File: config.mk
export PLATFORM = sky130hd
export DESIGN_NAME = aim_layer_sched
export DESIGN_NICKNAME = d
export VERILOG_FILES = /design/src/rtl/aim_pkg.sv /design/src/rtl/aim_result_post.sv /design/src/rtl/aim_layer_sched.sv
export SDC_FILE = /design/constraint.sdc
export NUM_CORES = 1
export LEC_CHECK = 0
export CAP_MARGIN = 20
export CORE_MARGIN = 4
export CORE_UTILIZATION = 45
export DETAILED_ROUTE_END_ITERATION = 6
export HOLD_SLACK_MARGIN = 0.12
export PLACE_DENSITY = 0.76
export SLEW_MARGIN = 20
export SYNTH_ARGS = -nofsm -noshare
export SYNTH_HDL_FRONTEND = slang
export SYNTH_SLANG_ARGS = --single-unit
File: constraint.sdc
create_clock -name clk -period 2.7 [get_ports clk]
set_clock_uncertainty 0.2 [all_clocks]
set_input_delay 0.405 -clock clk [delete_from_list [all_inputs] [get_ports clk]]
set_output_delay 0.405 -clock clk [all_outputs]
set_load 0.03 [all_outputs]
File: src/rtl/aim_pkg.sv
// Shared types and default sizing for the AIM layer scheduler.
package aim_pkg;

    localparam int unsigned NUM_NEURONS_DEF = 8;
    localparam int unsigned ACC_W_DEF       = 13;

    typedef enum logic [2:0] {
        IDLE,
        LOAD,
        ISSUE,
        WAIT,
        EMIT,
        DONE
    } sched_state_t;

endpackage

File: src/rtl/aim_result_post.sv
// Result post-processing applied at capture: ReLU clamp when AIM_RELU_EN is
// defined, otherwise a plain pass-through of the signed engine result.
module aim_result_post
    import aim_pkg::*;
#(
    parameter int unsigned ACC_W = ACC_W_DEF
) (
    input  logic signed [ACC_W-1:0] data_i,
    output logic signed [ACC_W-1:0] data_o
);

    always_comb begin
`ifdef AIM_RELU_EN
        data_o = data_i[ACC_W-1] ? '0 : data_i;
`else
        data_o = data_i;
`endif
    end

endmodule

File: src/rtl/aim_layer_sched.sv
// Sequences one layer of neurons through a shared AIM dot-product engine and
// streams tagged results. Optional ReLU on results via AIM_RELU_EN.
module aim_layer_sched
    import aim_pkg::*;
#(
    parameter int unsigned NUM_NEURONS = NUM_NEURONS_DEF,
    parameter int unsigned IDX_W       = $clog2(NUM_NEURONS),
    parameter int unsigned ACC_W       = ACC_W_DEF
) (
    input  logic                    clk,
    input  logic                    reset,
    input  logic                    start,
    input  logic [IDX_W:0]          layer_size,
    input  logic                    abort,
    output logic                    busy,
    output logic                    layer_done,
    output logic                    act_load,
    output logic                    eng_start,
    output logic [IDX_W-1:0]        eng_idx,
    input  logic                    eng_done,
    input  logic signed [ACC_W-1:0] eng_result,
    output logic                    res_valid,
    input  logic                    res_ready,
    output logic signed [ACC_W-1:0] res_data,
    output logic [IDX_W-1:0]        res_idx
);

    localparam logic [IDX_W:0] MAX_SIZE = (IDX_W+1)'(NUM_NEURONS);

    sched_state_t             state_q;
    logic [IDX_W:0]           size_q;
    logic [IDX_W-1:0]         idx_q;
    logic                     busy_q;
    logic                     layer_done_q;
    logic                     act_load_q;
    logic                     eng_start_q;
    logic                     res_valid_q;
    logic signed [ACC_W-1:0]  res_data_q;
    logic [IDX_W-1:0]         res_idx_q;

    logic [IDX_W:0]           size_d;
    logic [IDX_W:0]           size_m1;
    logic                     is_last;
    logic signed [ACC_W-1:0]  post_data;

    aim_result_post #(
        .ACC_W (ACC_W)
    ) u_post (
        .data_i (eng_result),
        .data_o (post_data)
    );

    always_comb begin
        size_d  = (layer_size > MAX_SIZE) ? MAX_SIZE : layer_size;
        size_m1 = size_q - (IDX_W+1)'(1);
        is_last = ({1'b0, idx_q} == size_m1);
    end

    // Outputs are registered alongside the state, so each one is set for the
    // state being entered rather than decoded from the current state.
    always_ff @(posedge clk) begin
        if (reset) begin
            state_q      <= IDLE;
            size_q       <= '0;
            idx_q        <= '0;
            busy_q       <= 1'b0;
            layer_done_q <= 1'b0;
            act_load_q   <= 1'b0;
            eng_start_q  <= 1'b0;
            res_valid_q  <= 1'b0;
            res_data_q   <= '0;
            res_idx_q    <= '0;
        end else begin
            layer_done_q <= 1'b0;
            act_load_q   <= 1'b0;
            eng_start_q  <= 1'b0;
            if (abort) begin
                state_q     <= IDLE;
                busy_q      <= 1'b0;
                res_valid_q <= 1'b0;
                idx_q       <= '0;
            end else begin
                case (state_q)
                    IDLE: if (start) begin
                        state_q    <= LOAD;
                        size_q     <= size_d;
                        idx_q      <= '0;
                        busy_q     <= 1'b1;
                        act_load_q <= 1'b1;
                    end
                    LOAD: if (size_q == '0) begin
                        state_q      <= DONE;
                        layer_done_q <= 1'b1;
                    end else begin
                        state_q     <= ISSUE;
                        eng_start_q <= 1'b1;
                    end
                    ISSUE: state_q <= WAIT;
                    WAIT: if (eng_done) begin
                        state_q     <= EMIT;
                        res_valid_q <= 1'b1;
                        res_data_q  <= post_data;
                        res_idx_q   <= idx_q;
                    end
                    EMIT: if (res_ready) begin
                        res_valid_q <= 1'b0;
                        if (is_last) begin
                            state_q      <= DONE;
                            layer_done_q <= 1'b1;
                        end else begin
                            state_q     <= ISSUE;
                            idx_q       <= idx_q + IDX_W'(1);
                            eng_start_q <= 1'b1;
                        end
                    end
                    DONE: begin
                        state_q <= IDLE;
                        busy_q  <= 1'b0;
                    end
                    default: state_q <= IDLE;
                endcase
            end
        end
    end

    assign busy       = busy_q;
    assign layer_done = layer_done_q;
    assign act_load   = act_load_q;
    assign eng_start  = eng_start_q;
    assign eng_idx    = idx_q;
    assign res_valid  = res_valid_q;
    assign res_data   = res_data_q;
    assign res_idx    = res_idx_q;

endmodule
==> run metrics <==
RSZ-0062 raised after global routing=no; 1st-pass router iterations=4; vias post-DR=1372; fmax=0.460 GHz; Slew HR=0.612; Yosys top cell area share=0.429; Post-DP HPWL=2580 um; CTS root buf=clkbuf_4; cell depth of the worst hold path=2; clk slew on worst S/H paths=roughly 100 ps; max-slew violations=0; Iter 0 DRT Violations=62; Ports=47; largest net degree at the start of global routing=22; Post-Syn Area=1450 um2; number of distinct library cells after synthesis=between 40 and 50; endpoints failing hold=0; Die ar.=4190 um2; CTS Hold Bufs=0; Cells after Synth=~180; predominant post-synthesis flop cell=dfxtp_1; total leakage power=0.000661 uW; Max-Cap Viols=0; post-synthesis sequential area ratio=0.429; post-CTS setup buffers=0; total CTS buffers=5; CP Max Fanout=7; synth top area cells=dfxtp_1 (43%), nand2_1 (12%), a21oi_1 (8.6%); CTS resizes=0; final worst path period need=2170 ps; Final TNS setup=0 ps; number of global-route vias before repair=1317; reg2reg setup slack=630 ps; Setup Crit Path Kind=flop to output pin; fin nets=247; Mean Syn Cell Area=around 8.1 um2; initial antenna violation count=0; reg2reg path depth=7; Via density=5.14; Clk Latency, worst-skew pair=330 ps; Largest delay share family, worst path=buffers and inverters; Min-Delay Path Class=flop to flop; # DRC=0; CP Capture Type=output pin; VDD IR max=between 200 and 300 uV; first-pass GRT wire length=5650 um; asr flop ratio synth=0; hold path endpoint=res_data[3]; critical path's slowest cell=clkdlybuf4s50_1; TritonCTS clock tree=yes; EDFF count, synth=0; Commonest cells post-synth=nand2_1 (45), dfxtp_1 (31), a21oi_1 (25); Slowest Stage Delay on Critical Path=730 ps; diode count=0; Chip Width=~65 um; Die Y=approximately 65 um; Clock Sink Count=31; hold_sp=res_data[3]; Crit path required time=2100 ps; final wirelength=between 3000 and 4000 um; Post-Syn Nets=approximately 200; Reg-to-Reg End=state_q[2]; row cnt=20; cell taking the most area after synthesis=dfxtp_1; warnings from Yosys=0; WL/cell=~13 um; Syn-to-layout area delta=34.6%; Layout Utilization=0.633; period utilization=0.804; status=finished, final reports clean; Initial Util=0.470; H-tree levels=2; ANT nets after route=0; CP bufs+invs=1; worst slew pin tran=about 580 ps; Post-Place Worst Slack=537 ps; Setup crit start kind=flop; Final Setup Violations=0; final worst slack=528 ps; #FFs+latches synth=31; clock buffer depth=2; Worst Path Arrival=1570 ps; gp weighted congestion=0.901; PD cells=418 nW/um2; count leader, synth=nand2_1; layout cells sized above 1=0.0762; gr usage total=0.176; worst r2r src=size_q[0]; CP cell instances=clkdlybuf4s50_1; total grt overflow=0; Std-Cell Core Area=3080 um2; Port Buffers=46
power by group:
part	switching, uW	internal, uW
Sequential	6.33	462
Combinational	42.0	48.6
Clock	154	101
layout make-up:
type,count,area (um2)
well taps,44,55.1
clock buffers,7,45.0
repair buffers,47,468
multi-input cells,131,732
inverters,6,22.5
fillers,307,1130
flip-flops and latches,31,621
clock inverters,1,5.00
layer usage:
layer | track usage | part of all wire | vias up
met5 | 0 | 0 | -
met4 | 0.0792 | 0.018 | 0
met3 | 0.0728 | 0.066 | 6
met1 | 0.183 | 0.42 | 624
li1 | - | - | 696
met2 | 0.305 | 0.50 | 46
placed cells by master, fill, tap and decap left out, drive strengths merged, types with 2 or more instances in the layout:
master and n:
a21o 3, a21oi 26, a31oi 2, clkbuf 7, clkdlybuf4s50 46, dfxtp 31
ha 2, inv 6, nand2 46, nand3 6, nand3b 3, nor2 5
nor2b 2, nor3 4, nor3b 2, o21ai 10, or2 2, or3 2
xor2 2
worst min-delay path, cell delays in order (launching register included):
cell     delay, ps
dfxtp_1        320
nand2_1         50
a21oi_1         50
kinds of logic (layout without fill, tap and decap cells):
logic type,count (synthesis),count (layout),synth area share
flip-flops,31,31,0.429
XOR/XNOR,3,3,0.0182
AND/OR/NAND/NOR,78,78,0.272
AO/OA/AOI/OAI,48,48,0.198
adder cells (fa/ha/maj),2,2,0.0173
buffers and inverters,16,61,0.0657
metrics by stage:
step                      hold slack [ps]  area [um2]  std cells  total power (uW)
after floorplan                       248        1450        178               524
after global placement                242        1900        259               567
after detailed placement              251        1900        259               570
after CTS                             263        1950        267               822
after global routing                  290        1950        267               853
final                                 259        1950        267               815
registers in the layout, summed over array words and instances, names as in the netlist:
signal and count:
res_valid 1, eng_start 1, busy 1, res_idx 3
act_load 1, layer_done 1, eng_idx 3, size_q 4
res_data 13, state_q 3
how the worst max path moves through the flow:
stage / startpoint / endpoint / slack, ps / cells after the start
floorplan: size_q[0] / state_q[2] / 810 / 7
global placement: eng_done / res_idx[1] / 560 / 5
global route: eng_idx[0] / eng_idx[0] / 450 / 1
CTS: eng_idx[0] / eng_idx[0] / 510 / 1
finish: eng_idx[0] / eng_idx[0] / 530 / 1
detailed placement: eng_done / res_data[1] / 540 / 5
Note: power is estimated with default switching activity, not from simulation.
